--- src/rtl/coherence_pkg.sv ---
// Shared definitions for the snooping coherence bus: line states, bus ops, controller FSM states.
package coherence_pkg;

   localparam int unsigned OP_W  = 3;
   localparam int unsigned IDX_W = 2;

   localparam logic [1:0] LS_INVALID   = 2'b00;
   localparam logic [1:0] LS_SHARED    = 2'b01;
   localparam logic [1:0] LS_EXCLUSIVE = 2'b10;

   localparam logic [OP_W-1:0] BUS_IDLE       = 3'b000;
   localparam logic [OP_W-1:0] BUS_RD_MISS    = 3'b001;
   localparam logic [OP_W-1:0] BUS_WR_MISS    = 3'b010;
   localparam logic [OP_W-1:0] BUS_INVALIDATE = 3'b011;

   typedef enum logic [2:0] {
      ST_IDLE,
      ST_BCAST,
      ST_MEMRD,
      ST_WB,
      ST_RESP
   } state_t;

   // Only real bus transactions compete for the bus; any other op code is ignored.
   function automatic logic is_bus_req(input logic [OP_W-1:0] op);
      return (op == BUS_RD_MISS) || (op == BUS_WR_MISS) || (op == BUS_INVALIDATE);
   endfunction

endpackage

--- src/rtl/rr_arbiter.sv ---
// Combinational round-robin arbiter: first set request at or after ptr, wrapping.
module rr_arbiter
   import coherence_pkg::*;
#(
   parameter int unsigned NPROC = 3
) (
   input  logic [NPROC-1:0] req,
   input  logic [IDX_W-1:0] ptr,
   output logic [NPROC-1:0] gnt,
   output logic [IDX_W-1:0] idx,
   output logic             valid
);

   localparam int unsigned SEL_W = (NPROC > 1) ? $clog2(NPROC) : 1;

   always_comb begin
      gnt   = '0;
      idx   = '0;
      valid = 1'b0;
      for (int unsigned k = 0; k < NPROC; k++) begin
         if (!valid && req[SEL_W'((32'(ptr) + k) % NPROC)]) begin
            gnt[SEL_W'((32'(ptr) + k) % NPROC)] = 1'b1;
            idx   = IDX_W'((32'(ptr) + k) % NPROC);
            valid = 1'b1;
         end
      end
   end

endmodule

--- src/rtl/snoop_bus_ctrl.sv ---
// Shared snooping-bus controller: arbitrates cache misses, broadcasts them, and
// completes each one from a snooper writeback or from memory.
module snoop_bus_ctrl
   import coherence_pkg::*;
#(
   parameter int unsigned NPROC  = 3,
   parameter int unsigned ADDR_W = 8,
   parameter int unsigned DATA_W = 8
) (
   input  logic                     clock,
   input  logic                     reset_n,
   input  logic [NPROC-1:0]         req,
   input  logic [OP_W*NPROC-1:0]    req_op,
   input  logic [ADDR_W*NPROC-1:0]  req_addr,
   output logic [NPROC-1:0]         grant,
   output logic [OP_W-1:0]          bus,
   output logic [ADDR_W-1:0]        bus_addr,
   output logic [IDX_W-1:0]         bus_src,
   input  logic                     snoop_writeback,
   input  logic                     snoop_abort,
   input  logic [DATA_W-1:0]        snoop_data,
   output logic                     mem_rd_en,
   output logic                     mem_wr_en,
   output logic [ADDR_W-1:0]        mem_addr,
   output logic [DATA_W-1:0]        mem_wdata,
   input  logic [DATA_W-1:0]        mem_rdata,
   input  logic                     mem_ready,
   output logic                     resp_valid,
   output logic [IDX_W-1:0]         resp_proc,
   output logic [DATA_W-1:0]        resp_data
);

   state_t             state;
   logic [IDX_W-1:0]   ptr;
   logic [IDX_W-1:0]   lat_src;
   logic [OP_W-1:0]    lat_op;
   logic [ADDR_W-1:0]  lat_addr;
   logic [DATA_W-1:0]  lat_data;

   logic [NPROC-1:0]   elig;
   logic [OP_W-1:0]    op_arr   [NPROC];
   logic [ADDR_W-1:0]  addr_arr [NPROC];
   logic [NPROC-1:0]   arb_gnt;
   logic [IDX_W-1:0]   arb_idx;
   logic               arb_valid;

   // Unpack per-cache slices and qualify requests by op code.
   always_comb begin
      elig = '0;
      for (int i = 0; i < int'(NPROC); i++) begin
         op_arr[i]   = req_op[OP_W*i +: OP_W];
         addr_arr[i] = req_addr[ADDR_W*i +: ADDR_W];
         elig[i]     = req[i] && is_bus_req(op_arr[i]);
      end
   end

   rr_arbiter #(.NPROC(NPROC)) u_arb (
      .req   (elig),
      .ptr   (ptr),
      .gnt   (arb_gnt),
      .idx   (arb_idx),
      .valid (arb_valid)
   );

   always_ff @(posedge clock) begin
      if (!reset_n) begin
         state      <= ST_IDLE;
         ptr        <= '0;
         lat_src    <= '0;
         lat_op     <= BUS_IDLE;
         lat_addr   <= '0;
         lat_data   <= '0;
         grant      <= '0;
         bus        <= BUS_IDLE;
         bus_addr   <= '0;
         bus_src    <= '0;
         mem_rd_en  <= 1'b0;
         mem_wr_en  <= 1'b0;
         mem_addr   <= '0;
         mem_wdata  <= '0;
         resp_valid <= 1'b0;
         resp_proc  <= '0;
         resp_data  <= '0;
      end else begin
         case (state)
            ST_IDLE: begin
               if (arb_valid) begin
                  lat_src  <= arb_idx;
                  lat_op   <= op_arr[arb_idx];
                  lat_addr <= addr_arr[arb_idx];
                  grant    <= arb_gnt;
                  bus      <= op_arr[arb_idx];
                  bus_addr <= addr_arr[arb_idx];
                  bus_src  <= arb_idx;
                  ptr      <= (32'(arb_idx) + 1 == NPROC) ? '0 : arb_idx + IDX_W'(1);
                  state    <= ST_BCAST;
               end
            end
            // Snooper answers are combinational from bus, so they are valid at the end of this cycle.
            ST_BCAST: begin
               bus      <= BUS_IDLE;
               bus_addr <= '0;
               bus_src  <= '0;
               lat_data <= snoop_data;
               if (lat_op == BUS_INVALIDATE) begin
                  resp_valid <= 1'b1;
                  resp_proc  <= lat_src;
                  resp_data  <= '0;
                  state      <= ST_RESP;
               end else if (snoop_abort || snoop_writeback) begin
                  mem_wr_en <= 1'b1;
                  mem_addr  <= lat_addr;
                  mem_wdata <= snoop_data;
                  state     <= ST_WB;
               end else begin
                  mem_rd_en <= 1'b1;
                  mem_addr  <= lat_addr;
                  state     <= ST_MEMRD;
               end
            end
            ST_WB: begin
               if (mem_ready) begin
                  mem_wr_en  <= 1'b0;
                  mem_addr   <= '0;
                  mem_wdata  <= '0;
                  resp_valid <= 1'b1;
                  resp_proc  <= lat_src;
                  resp_data  <= lat_data;
                  state      <= ST_RESP;
               end
            end
            ST_MEMRD: begin
               if (mem_ready) begin
                  mem_rd_en  <= 1'b0;
                  mem_addr   <= '0;
                  resp_valid <= 1'b1;
                  resp_proc  <= lat_src;
                  resp_data  <= mem_rdata;
                  state      <= ST_RESP;
               end
            end
            ST_RESP: begin
               resp_valid <= 1'b0;
               grant      <= '0;
               state      <= ST_IDLE;
            end
            default: state <= ST_IDLE;
         endcase
      end
   end

endmodule

--- config.mk ---
export PLATFORM = sky130hd
export DESIGN_NAME = snoop_bus_ctrl
export DESIGN_NICKNAME = d
export VERILOG_FILES = /design/src/rtl/coherence_pkg.sv /design/src/rtl/rr_arbiter.sv /design/src/rtl/snoop_bus_ctrl.sv
export SDC_FILE = /design/constraint.sdc
export NUM_CORES = 1
export LEC_CHECK = 0
export BUFFER_PORTS_ARGS = -buffer_cell sky130_fd_sc_hd__buf_2
export CAP_MARGIN = 0
export CORE_MARGIN = 1.5
export CORE_UTILIZATION = 52
export DETAILED_ROUTE_END_ITERATION = 8
export PLACE_DENSITY = 0.8
export SYNTH_ARGS = -nofsm -noshare
export SYNTH_HDL_FRONTEND = slang
export SYNTH_SLANG_ARGS = --single-unit
--- constraint.sdc ---
create_clock -name clock -period 3 [get_ports clock]
set_clock_uncertainty 0.2 [all_clocks]
set_input_delay 0.6 -clock clock [delete_from_list [all_inputs] [get_ports clock]]
set_output_delay 0.6 -clock clock [all_outputs]
set_load 0.05 [all_outputs]
==> out/qor.txt <==
outcome: complete, but fails checks
failing checks: DRC
DP HPWL: 6040 um
Post-Layout Cell Count: 571
Slew Viols, Final: 0
routed vias: 3230
DRT iter0 DRCs: 229
Sequential Power Share: 38.1%
Top delay family on crit path: simple AND/OR/NAND/NOR gates
overall global routing resource usage: 23.4%
Clk pwr share: 23.7%
crit-path max FO: 21
die width: 85.7 um
H-tree Lvls: 3
Initial Utilization: 55.0%
Clock Latency Late Sink: 0.34 ns
R2R depth: 4
CTS resizes: 0
Setup crit start kind: register
Post-Route WL: 8430 um
die area: 7340 um2
Inst Count DP: 555
Synth Register Bits: 71
Clock transition at path regs: 0.07 ns
Design Area, Final: 4230 um2
Vias/cell: 5.66
Seq/Total Area, Yosys: 40.0%
hold depth: 2
share of cells above drive strength 1: 31.6%
Final setup viols: 0
Combinational Power Share: 38.2%
most numerous cell on the critical path: nor2_1
Ports: 102
max-cap viol count: 0
initial antenna violation count: 0
setup TNS: 0 ns
Power Density: 739 nW/um2
final global-route overflow total: 0
vias in the first global route: 2983
CTS sink cnt: 71
drt drc: 7
diode count: 0
crit path DAT: 2.62 ns
Int Pwr: 1.87 mW
CP Depth: 4
Crit path largest cell delay: 0.76 ns
RSZ-0062 raised after global routing: no
pin count of the biggest net entering global routing: 45
Fin. Hold Viols: 0
Final nets: 550
hold-fix buffers at CTS: 0
Switching Power: 1.25 mW
DP Area: 4040 um2
first-pass GRT wire length: 13800 um
Cell Area, Synth: 3550 um2
period utilization: 85.8%
Post-synth ARST share: 0%
CP Class: reg -> reg
CP Data Required Time: 3.05 ns
CTS tree: done
Final ANT Viol Nets: 0
Gate Count Post-Synth: 399
Area growth, synth to finish: 19.1%
PortBufs: 101
FILL cells: 565
Slowest cell on crit path: dfxtp_1
Netlist cell types: 56
mean routed wirelength per cell: 14.8 um
Synth Flop Type: dfxtp_1
Avg Cell Area, Syn: 8.91 um2
post-synth net total: 460
crit end category: register
slew at the pin closest to its max-slew limit: 0.891 ns
Tightest Hold Check Type: reg -> reg
CTS Root Cell: clkbuf_8
Final Critical Period: 2.57 ns
DR pass1 iterations: 6
setup bufs post-CTS: 0
cell chain of the critical path: nor2_1 > nor2_1 > nand2_2 > o31ai_1
clk buf depth: 2
Placer Congestion: 0.847
Die H: 85.7 um
WP buf/inv: 0
switching part of the total: 40.1%
synth warn: 0
VDD IR max: 369 uV
maximum clock rate: 388 MHz
leakage: 1.79 nW
cts bufs inserted: 9
Site Rows: 29
relative slew slack: 40.4%
core footprint: 6460 um2
EDFF count, synth: 0
tightest hold or removal path, cell delays in order (launching register included):
cell	delay, ns
dfxtp_1	0.31
nand3_1	0.05
o21ai_1	0.05
placed cells by master (no fill, tap or decap), types with 2 or more instances in the layout:
| cell type | Yosys | layout |
|---|---|---|
| o211a_1 | 2 | 2 |
| o211ai_1 | 5 | 5 |
| or3_1 | 3 | 3 |
| nand4b_1 | 2 | 2 |
| nor2_2 | 3 | 3 |
| and3_1 | 2 | 2 |
| clkbuf_1 | 10 | 2 |
| o21ai_0 | 8 | 8 |
| a32oi_1 | 2 | 2 |
| a311oi_1 | 2 | 2 |
| mux2i_1 | 18 | 18 |
| a22oi_1 | 2 | 2 |
| nor2_4 | 2 | 2 |
| nand2_1 | 28 | 28 |
| nand2b_1 | 4 | 4 |
| buf_4 | 3 | 8 |
| ha_1 | 4 | 4 |
| o31ai_2 | 3 | 3 |
| inv_1 | 5 | 5 |
| clkinv_2 | 0 | 3 |
| o21ai_1 | 11 | 11 |
| nor2_1 | 42 | 42 |
| o31ai_4 | 9 | 9 |
| nand2b_4 | 3 | 3 |
| clkbuf_8 | 0 | 10 |
| dfxtp_1 | 71 | 71 |
| or3_4 | 2 | 2 |
| a21o_1 | 3 | 3 |
| buf_2 | 12 | 101 |
| a21oi_1 | 36 | 36 |
| o31ai_1 | 13 | 13 |
| nand3_1 | 31 | 31 |
| nor3_1 | 14 | 14 |
| nand3b_1 | 11 | 11 |
| nor3b_1 | 8 | 8 |
cells by family after synthesis:
group	count (synthesis)	share of synthesized area, %
muxes	18	5.07
adders and majority gates	4	1.41
AOI/OAI and AO/OA	102	22.1
and+or+nand+nor	168	25.9
buffers and inverters	36	5.49
DFF	71	40.0
sequential cells by signal, indices dropped and copies added (netlist names):
name        count
mem_wr_en       1
resp_proc       2
state           3
bus_src         2
ptr             2
grant           3
bus             3
mem_wdata       8
bus_addr        8
mem_rd_en       1
lat_data        8
resp_data       8
mem_addr        8
lat_addr        8
lat_op          3
lat_src         2
resp_valid      1
final cells by class:
type	instances	area, um2	share of cell area [%]
Multi-Input combinational cell	292	1940	45.8
Timing Repair Buffer	109	566	13.4
Inverter	6	22.5	0.532
Clock inverter	4	45.0	1.06
Clock buffer	12	145	3.43
Sequential cell	71	1420	33.6
Tap cell	77	96.3	2.28
metrics by stage:
stage	worst slack, ns	util (%)	power [mW]	hold slack, ns
6_report	0.426	65.5	3.13	0.256
5_1_grt	0.236	65.5	3.30	0.267
4_1_cts	0.410	65.5	3.13	0.260
3_5_place_dp	0.399	62.6	2.39	0.248
3_3_place_gp	0.502	62.6	2.37	0.243
2_1_floorplan	0.806	-	2.15	0.232
Yosys cell counts (10+ instances only):
library cell / instances / area share (%)
dfxtp_1: 71 / 40
mux2i_1: 18 / 5.1
o31ai_1: 13 / 2.7
nor2_1: 42 / 4.4
nand2_1: 28 / 3.0
a21oi_1: 36 / 5.1
nor3_1: 14 / 2.0
clkbuf_1: 10 / 1.1
buf_2: 12 / 1.7
nand3b_1: 11 / 2.3
o21ai_1: 11 / 1.5
nand3_1: 31 / 4.4
power groups by stage:
stage          combinational, mW  clock (mW)  sequential, mW
2_1_floorplan              0.704           0            1.45
3_3_place_gp                1.16           0            1.21
3_5_place_dp                1.18           0            1.21
4_1_cts                     1.19       0.751            1.19
5_1_grt                     1.29       0.798            1.21
6_report                    1.19       0.743            1.19
final timing paths:
kind	to	slack (ns)	startpoint
worst min-delay path	lat_op[0]	0.26	lat_op[0]
worst max-delay path	bus_addr[3]	0.43	state[1]
worst min register to register	lat_op[0]	0.26	lat_op[0]
worst max register to register	bus_addr[3]	0.43	state[1]
layer usage:
layer	routed length (um)	track usage (%)	vias to the layer above
met4	57	7.77	0
met2	4090	37.4	102
met3	521	6.26	6
met5	0	0	-
li1	-	-	1618
met1	3760	30.8	1504
No activity file was read; power rests on OpenSTA's default activity.
